===== config.mk =====
export PLATFORM = sky130hd
export DESIGN_NAME = vend_controller
export DESIGN_NICKNAME = d
export VERILOG_FILES = /design/src/rtl/vend_controller.sv
export SDC_FILE = /design/constraint.sdc
export NUM_CORES = 1
export LEC_CHECK = 0
export BUFFER_PORTS_ARGS = -buffer_cell sky130_fd_sc_hd__buf_2
export CAP_MARGIN = 20
export CORE_MARGIN = 2
export CORE_UTILIZATION = 50
export CTS_BUF_LIST = sky130_fd_sc_hd__clkbuf_8
export DETAILED_ROUTE_END_ITERATION = 6
export HOLD_SLACK_MARGIN = 0.1
export PLACE_DENSITY = 0.76
export SETUP_SLACK_MARGIN = 0.02
export SYNTH_ARGS = -nofsm -noshare
export SYNTH_HDL_FRONTEND = slang
export SYNTH_SLANG_ARGS = --single-unit

===== constraint.sdc =====
create_clock -name clk -period 2.5 [get_ports clk]
set_input_delay 0.5 -clock clk [delete_from_list [all_inputs] [get_ports clk]]
set_output_delay 0.5 -clock clk [all_outputs]
set_load 0.05 [all_outputs]

===== src/rtl/vend_controller.sv =====
`default_nettype none
// ============================================================================
// Module   : vend_controller
// Purpose  : Vending-machine sequencer. Accumulates credit from synchronized
//            one-cycle coin pulses, services buy/cancel requests, strobes the
//            item release and pays change/refund as spaced coin pulses,
//            largest denomination first.
// Ports    : clk, rst_n            - clock, asynchronous active-low reset
//            n_s_i/di_s_i/q_s_i/dol_s_i - coin pulses (5/10/25/100 cents)
//            buy_i, cancel_i       - request levels, sampled every cycle
//            credit_o              - current credit in cents
//            vend_o                - one-cycle item-release strobe
//            deny_o                - one-cycle pulse, buy with too little credit
//            coin_reject_o         - one-cycle pulse, a coin was not credited
//            chg_q_o/chg_di_o/chg_n_o - one-cycle change-coin pulses
//            busy_o                - high whenever the sequencer is not idle
// Revision : 1.0 - initial release
// ============================================================================
module vend_controller #(
    parameter int PRICE      = 75,
    parameter int CREDIT_MAX = 200,
    parameter int CHG_GAP    = 2
) (
    input  logic       clk,
    input  logic       rst_n,
    input  logic       n_s_i,
    input  logic       di_s_i,
    input  logic       q_s_i,
    input  logic       dol_s_i,
    input  logic       buy_i,
    input  logic       cancel_i,
    output logic [7:0] credit_o,
    output logic       vend_o,
    output logic       deny_o,
    output logic       coin_reject_o,
    output logic       chg_q_o,
    output logic       chg_di_o,
    output logic       chg_n_o,
    output logic       busy_o
);

    typedef enum logic [1:0] {
        S_IDLE   = 2'd0,
        S_VEND   = 2'd1,
        S_CHANGE = 2'd2,
        S_GAP    = 2'd3
    } state_t;

    // GAP lasts CHG_GAP-1 cycles; the counter is loaded with CHG_GAP-2 and
    // the state exits when it reaches zero.
    localparam int             GAP_W      = (CHG_GAP > 2) ? $clog2(CHG_GAP) : 1;
    localparam logic [GAP_W-1:0] C_GAP_LOAD = GAP_W'(CHG_GAP - 2);
    localparam logic [7:0]     C_PRICE    = 8'(PRICE);
    localparam logic [8:0]     C_MAX9     = 9'(CREDIT_MAX);

    state_t           state_q, state_d;
    logic [7:0]       credit_q, credit_d;
    logic [GAP_W-1:0] gap_q, gap_d;
    logic             deny_q, deny_d;
    logic             reject_q, reject_d;

    logic [7:0]       coin_val;
    logic             coin_any;
    logic             coin_lower;   // a lower-priority coin beside the chosen one
    logic [8:0]       coin_sum;     // 9 bits so the ceiling check cannot wrap

    // ------------------------------------------------------------------
    // Coin priority decode: only the highest-value asserted coin counts.
    // ------------------------------------------------------------------
    always_comb begin
        coin_val   = 8'd0;
        coin_lower = 1'b0;
        if (dol_s_i) begin
            coin_val   = 8'd100;
            coin_lower = q_s_i | di_s_i | n_s_i;
        end else if (q_s_i) begin
            coin_val   = 8'd25;
            coin_lower = di_s_i | n_s_i;
        end else if (di_s_i) begin
            coin_val   = 8'd10;
            coin_lower = n_s_i;
        end else if (n_s_i) begin
            coin_val   = 8'd5;
        end
        coin_any = dol_s_i | q_s_i | di_s_i | n_s_i;
        coin_sum = {1'b0, credit_q} + {1'b0, coin_val};
    end

    // ------------------------------------------------------------------
    // Next-state logic
    // ------------------------------------------------------------------
    always_comb begin
        state_d  = state_q;
        credit_d = credit_q;
        gap_d    = gap_q;
        deny_d   = 1'b0;
        reject_d = 1'b0;

        case (state_q)
            S_IDLE: begin
                if (cancel_i && (credit_q != 8'd0)) begin
                    state_d  = S_CHANGE;
                    reject_d = coin_any;
                end else if (buy_i && (credit_q >= C_PRICE)) begin
                    state_d  = S_VEND;
                    credit_d = credit_q - C_PRICE;
                    reject_d = coin_any;
                end else begin
                    // A denied buy (or an ignored zero-credit cancel) does
                    // not block coin acceptance in the same cycle.
                    deny_d = buy_i;
                    if (coin_any) begin
                        if (coin_sum <= C_MAX9) begin
                            credit_d = coin_sum[7:0];
                            reject_d = coin_lower;
                        end else begin
                            reject_d = 1'b1;
                        end
                    end
                end
            end

            S_VEND: begin
                reject_d = coin_any;
                state_d  = (credit_q != 8'd0) ? S_CHANGE : S_IDLE;
            end

            S_CHANGE: begin
                reject_d = coin_any;
                gap_d    = C_GAP_LOAD;
                state_d  = S_GAP;
                if (credit_q >= 8'd25) begin
                    credit_d = credit_q - 8'd25;
                end else if (credit_q >= 8'd10) begin
                    credit_d = credit_q - 8'd10;
                end else if (credit_q >= 8'd5) begin
                    credit_d = credit_q - 8'd5;
                end
            end

            S_GAP: begin
                reject_d = coin_any;
                if (gap_q == '0) begin
                    state_d = (credit_q != 8'd0) ? S_CHANGE : S_IDLE;
                end else begin
                    gap_d = gap_q - 1'b1;
                end
            end

            default: begin
                state_d = S_IDLE;
            end
        endcase
    end

    // ------------------------------------------------------------------
    // State register
    // ------------------------------------------------------------------
    always_ff @(posedge clk or negedge rst_n) begin
        if (!rst_n) begin
            state_q  <= S_IDLE;
            credit_q <= 8'd0;
            gap_q    <= '0;
            deny_q   <= 1'b0;
            reject_q <= 1'b0;
        end else begin
            state_q  <= state_d;
            credit_q <= credit_d;
            gap_q    <= gap_d;
            deny_q   <= deny_d;
            reject_q <= reject_d;
        end
    end

    // ------------------------------------------------------------------
    // Outputs. Strobes decode the registered state, so the async reset
    // clears them immediately. The dispensed coin is chosen from the credit
    // still owed at the start of the CHANGE cycle.
    // ------------------------------------------------------------------
    always_comb begin
        credit_o      = credit_q;
        deny_o        = deny_q;
        coin_reject_o = reject_q;
        vend_o        = (state_q == S_VEND);
        busy_o        = (state_q != S_IDLE);
        chg_q_o       = 1'b0;
        chg_di_o      = 1'b0;
        chg_n_o       = 1'b0;
        if (state_q == S_CHANGE) begin
            if (credit_q >= 8'd25) begin
                chg_q_o = 1'b1;
            end else if (credit_q >= 8'd10) begin
                chg_di_o = 1'b1;
            end else if (credit_q >= 8'd5) begin
                chg_n_o = 1'b1;
            end
        end
    end

endmodule
`default_nettype wire


==> impl_metrics.py, run 1 <==
metrics = {
    "routing": {
        "wl_met1_um": 2600,
        "top_layer": "met4",
        "vias": 2153,
        "viasPerCell": 6.03,
        "routedWlPerCell_um": 17.6,
        "ant_nets": 0,
        "drtPass1Iterations": 4,
        "finalWirelength_um": 6270,
        "wl_met2_um": 3230,
        "drc": 0,
        "wl_met3_um": 233,
        "first_iter_violations": 221,
    },
    "setup_path": {
        "end_kind": "flip-flop",
        "cp-start-kind": "input pin",
        "cp.required_ns": 2.64,
        "cp_max_fo": 6,
        "crit_chain": "buf_12 > inv_12 > a21oi_2 > nor2_1 > ha_2 > fa_2 > and3_4 > o21a_4 > o32ai_4 > o211ai_2 > a211oi_4 > buf_4 > a2111oi_4 > a211oi_1",
        "cpPeakStageDelay_ns": 0.40,
        "cp_slowest_cell": "fa_2",
        "worstSetupPathType": "input pin to flip-flop",
        "arrival_ns": 2.96,
        "reg2reg_depth": 10,
        "rr_startpoint": "credit_o[0]",
        "reg2reg_to": "credit_o[0]",
        "rrSetupSlack_ns": -0.26,
    },
    "synthesis": {
        "synth_top_flop_cell": "dfrtp_1",
        "syn-cell-area_um2": 1860,
        "synth_nets": 264,
        "ys_seq_area_share_pct": 16.2,
        "yosysWarnings": 0,
        "avgSynthCellArea_um2": 7.81,
        "syn_inst": 238,
        "ys_types": 65,
        "async_flop_share_pct": 100,
        "synth_edf_count": 0,
        "ys_ff_latch": 12,
    },
    "global_routing": {
        "grt_max_degree": 19,
        "grt_usage_pct": 28.4,
        "grt_pass1_vias": 2031,
        "overflow": 0,
        "grt_first_pass_wirelength_um": 9450,
        "grt_antenna_before_repair": 0,
    },
    "finish": {
        "num-nets-final": 336,
        "seq_area_um2": 304,
        "nFillCells": 254,
        "insertedDiodeCount": 0,
        "layout.cells.non_filler": 357,
        "drive_above_1_share_pct": 46.0,
        "syn2layout_area_growth_pct": 47.8,
        "multiInputGateArea_um2": 1670,
    },
    "timing": {
        "rsz0062_at_grt": "yes",
        "finalCritPeriodShare_pct": 113,
        "fin_skew_ns": 0.00384,
        "holdWs_ns": 0.132,
        "max_freq_ghz": 0.354,
        "min_period_ns": 2.82,
        "setup_viol": 8,
        "finalMaxSlewViolations": 0,
        "tightest_slew_ns": 0.574,
        "final_hold_viol_count": 0,
        "maxSlewHeadroom_pct": 61.8,
        "setup_ws_ns": -0.322,
    },
    "clocking": {
        "cts_tree": "done",
        "cts_hold_buf": 0,
        "numCtsBuffers": 3,
        "clk_pin_slew_ns": 0.06,
        "root_buffer": "clkbuf_8",
        "clock_path_buffers": 2,
        "htreeDepth": 1,
        "cts_num_sinks": 12,
        "clkLatencyLatePin_ns": 0.25,
    },
    "placement": {
        "hpwl_um": 4300,
        "dp.cells": 343,
        "port_buffers": 22,
        "gp_routability_congestion": 0.896,
    },
    "die": {
        "std_cell_rows": 22,
        "core_area_um2": 3610,
        "dieWidth_um": 65.0,
        "pin_count": 23,
        "die_area_um2": 4220,
        "die_h_um": 65.0,
        "start_util_pct": 51.6,
    },
    "outcome": {
        "violations": "negative setup slack",
        "status": "complete, but fails checks",
    },
    "hold_path": {
        "hold_path_class": "input pin to asynchronous set/reset pin",
    },
    "run": {
        "drv_cap": 0,
    },
}
## cell usage after synthesis, types with 5 or more instances
cell	n	share of area [%]
nand2_1	20	4.0
o211ai_1	5	2.0
mux2i_1	5	2.7
clkbuf_1	7	1.4
dfrtp_1	12	16
o21ai_0	12	3.2
a21oi_1	18	4.8
a211oi_1	7	2.8
ha_1	17	11
nor2b_1	5	1.7
nor3_1	9	2.4
nor2_1	28	5.7
inv_1	7	1.4
## metal layers
metal	vias up	global-route usage, %
li1	1033	-
met1	1022	36.1
met2	77	51.9
met3	21	1.39
met4	0	7.98
met5	-	0
## cells in the final DEF, fill, tap and decap left out, types with 3 or more instances in the layout
| cell | netlist | routed |
|---|---|---|
| a211oi_1 | 7 | 5 |
| a21o_1 | 4 | 4 |
| a21oi_1 | 18 | 16 |
| a21oi_2 | 1 | 3 |
| a311o_1 | 3 | 3 |
| and2_1 | 3 | 3 |
| buf_2 | 4 | 16 |
| buf_4 | 2 | 56 |
| buf_6 | 1 | 6 |
| clkbuf_8 | 0 | 4 |
| dfrtp_1 | 12 | 9 |
| dfrtp_2 | 0 | 3 |
| ha_1 | 17 | 14 |
| inv_1 | 7 | 4 |
| mux2i_1 | 5 | 4 |
| nand2_1 | 20 | 18 |
| nand3_1 | 4 | 4 |
| nor2_1 | 28 | 25 |
| nor2b_1 | 5 | 5 |
| nor3_1 | 9 | 6 |
| nor3_2 | 2 | 3 |
| nor3_4 | 1 | 3 |
| o211ai_1 | 5 | 5 |
| o21a_1 | 3 | 3 |
| o21ai_0 | 12 | 10 |
| o21ai_2 | 2 | 4 |
## flip-flops by register name (all words and copies together), names as in the netlist, named ones only
register / flops
credit_o: 8
deny_o: 1
coin_reject_o: 1
state_q: 1
## timing repair
action / 4_1_cts / 5_1_grt
resized for setup: 28 / 24
pin swaps: 16 / 15
buffers inserted: 5 / 5
setup endpoints to repair: 12 / 12
## area by class of cell
cell class | count | share of cell area, %
Multi-Input combinational cell | 204 | 60.8
Timing Repair Buffer | 81 | 22.2
Sequential cell | 12 | 11.1
Tap cell | 48 | 2.18
Clock buffer | 4 | 2.00
Inverter | 8 | 1.73
## how the worst max path moves through the flow
stage,from,endpoint
after global placement,di_s_i,credit_o[4]
after floorplan,di_s_i,credit_o[1]
final,di_s_i,credit_o[0]
after detailed placement,di_s_i,credit_o[1]
after CTS,di_s_i,credit_o[1]
after global routing,di_s_i,credit_o[2]
## stage by stage
stage	instance area, um2	TNS [ns]	worst slack, ns	util [%]
after floorplan	1930	-1.35	-0.266	-
after global placement	2390	-4.27	-0.568	66.3
after detailed placement	2390	-4.84	-0.642	66.3
after CTS	2600	-1.97	-0.295	72.1
after global routing	2750	-2.95	-0.427	76.2
final	2750	-2.18	-0.322	76.2
## critical path, delay by kind of cell
family                   cells  cell delay [ns]
AND/OR/NAND/NOR              2             0.25
buffers and inverters        3             0.33
adder cells (fa/ha/maj)      2             0.59
AO/OA/AOI/OAI                7             1.30
## kinds of logic after synthesis
kind of cell	synth area share [%]
flip-flops	16.2
AO/OA/AOI/OAI	33.4
adder cells (fa/ha/maj)	12.5
multiplexers	4.10
XOR/XNOR	2.36
buffers and inverters	5.52
AND/OR/NAND/NOR	26.0
Power of run 1 is not shown: default switching activity piles up to over one toggle a cycle in this logic, so the estimate is an artifact.
==> run 2, diff against run 1 <==
CORE_ASPECT_RATIO = 1.25   (was not set)
==> run 2 against run 1 <==
  * The flow still finishes with violations (negative setup slack)
  * Sequential cell count unchanged
  * Core utilization up 0.44 points
  * Cell area down 2.0%
  * Sequential share of layout area up 0.23 points
  * Wire length up 7.7%
  * Via count up 5.1%
  * Non-clock buffer count up 1
  * Maximum frequency down 9.9%
  * Critical path type unchanged
  * Critical endpoint unchanged
  * Highest routed layer unchanged
==> impl_metrics.py, run 2 (synthesis results as in run 1) <==
metrics = {
    "timing": {
        "finalMaxSlewViolations": 0,
        "maxSlewHeadroom_pct": 53.2,
        "fin_skew_ns": 0.00193,
        "min_period_ns": 3.13,
        "rsz0062_at_grt": "yes",
        "max_freq_ghz": 0.319,
        "setup_viol": 8,
        "setup_ws_ns": -0.631,
        "holdWs_ns": 0.136,
        "final_hold_viol_count": 0,
        "tightest_slew_ns": 0.701,
        "finalCritPeriodShare_pct": 125,
    },
    "setup_path": {
        "worstSetupPathType": "input pin to flip-flop",
        "end_kind": "flip-flop",
        "arrival_ns": 3.22,
        "cp_max_fo": 4,
        "cp-start-kind": "input pin",
        "cp.required_ns": 2.59,
    },
    "finish": {
        "seq_area_um2": 304,
        "layout_common_cells": "58 x buf_4, 24 x nor2_1, 18 x nand2_1, 16 x a21oi_1, 16 x buf_2",
        "num-nets-final": 337,
        "largest_register_ff_count": 8,
        "syn2layout_area_growth_pct": 44.9,
        "drive_above_1_share_pct": 45.2,
        "final_common_cell": "buf_4",
        "insertedDiodeCount": 0,
        "nFillCells": 216,
        "multiInputGateArea_um2": 1630,
        "stdcell_area_um2": 2690,
    },
    "clocking": {
        "cts_hold_buf": 0,
        "cts_tree": "done",
        "root_buffer": "clkbuf_8",
        "clk_pin_slew_ns": 0.06,
        "numCtsBuffers": 3,
        "cts_num_sinks": 12,
        "clock_path_buffers": 2,
        "clkLatencyLatePin_ns": 0.24,
        "htreeDepth": 1,
    },
    "global_routing": {
        "grt_pass1_vias": 2236,
        "grt_max_degree": 19,
        "grt_usage_pct": 32.8,
        "grt_antenna_before_repair": 0,
        "grt_first_pass_wirelength_um": 10800,
        "overflow": 0,
    },
    "routing": {
        "wl_met1_um": 2450,
        "top_layer": "met4",
        "drc": 0,
        "first_iter_violations": 167,
        "routedWlPerCell_um": 19.3,
        "wl_met2_um": 3520,
        "vias": 2263,
        "drtPass1Iterations": 6,
        "finalWirelength_um": 6750,
        "viasPerCell": 6.48,
        "ant_nets": 0,
        "wl_met3_um": 418,
    },
    "placement": {
        "port_buffers": 22,
        "placed_area_um2": 2380,
        "hpwl_um": 4380,
        "gp_routability_congestion": 0.971,
    },
    "run": {
        "drv_cap": 0,
    },
    "power": {
        "power_density_nw_per_um2": 1670,
        "leakagePower_uw": 0.00120,
        "max-vdd-ir-drop_v": 0.00118,
    },
    "outcome": {
        "violations": "negative setup slack",
        "status": "complete, but fails checks",
    },
    "die": {
        "start_util_pct": 52.9,
        "pin_count": 23,
        "std_cell_rows": 24,
        "die_area_um2": 4230,
        "core_area_um2": 3510,
        "die_h_um": 72.2,
        "dieWidth_um": 58.5,
    },
    "hold_path": {
        "hold_path_class": "input pin to asynchronous set/reset pin",
    },
}
-- run 2: cell types whose count changed in the layout (fill, tap and decap cells not counted), sizes merged --
cell	previous run	this run
buf	80	81
-- run 2: critical path, stage by stage --
cell and delay, ns:
buf_12 0.09, inv_12 0.03, a21oi_4 0.13, nor2_2 0.05, ha_2 0.19, fa_2 0.39, and3_4 0.21, o211ai_1 0.26
o211ai_2 0.18, nor4_4 0.21, a211oi_4 0.08, buf_6 0.15, a2111oi_1 0.66, a211oi_1 0.10
-- run 2: where the power goes --
part / switching (uW) / internal, uW
sequential: 99.1 / 290
combinational: 2200 / 1680
clock: 79.7 / 139
total: 2380 / 2110
-- run 2: timing repair --
item | 4_1_cts | 5_1_grt
buffers inserted | 15 | 1
pin swaps | 11 | 7
endpoints found under the setup margin | 12 | 12
gates resized for setup | 29 | 20
-- run 2: final timing paths --
path                                   from          end  slack (ns)  cells after the start
worst min-delay path                  rst_n  credit_o[1]        0.14                      1
worst min register to register   state_q[0]   state_q[0]        0.49                      1
min in group clk                 state_q[0]   state_q[0]        0.49                      1
worst max-delay path                 di_s_i  credit_o[0]       -0.63                     14
max in group asynchronous             rst_n  credit_o[0]        2.11                      1
worst max register to register  credit_o[0]  credit_o[0]       -0.53                     10
-- run 2: cell type report --
type	count	area share, %
inverter	8	1.67
clock buffer	4	2.04
tap	39	1.81
multi-input combinational	204	60.4
sequential	12	11.3
timing repair buffer	82	22.8
-- run 2: stage by stage --
stage                     instances  setup WS [ns]  total power, uW  setup TNS [ns]  utilization [%]
after detailed placement        334         -0.701             3640           -5.16             67.7
after global routing            349         -0.627             4740           -3.66             76.7
after CTS                       352         -0.340             4200           -2.45             75.6
final                           349         -0.631             4490           -2.99             76.7
after global placement          334         -0.614             3590           -4.45             67.7
after floorplan                 238         -0.266             2640           -1.35                -
-- run 2: routing by layer --
layer  vias to the layer above  track usage (%)
li1                       1024                -
met1                      1063             40.1
met2                       137             59.2
met3                        39             2.67
met4                         0             11.6
met5                         -                0
Note: power is estimated with default switching activity, not from simulation.
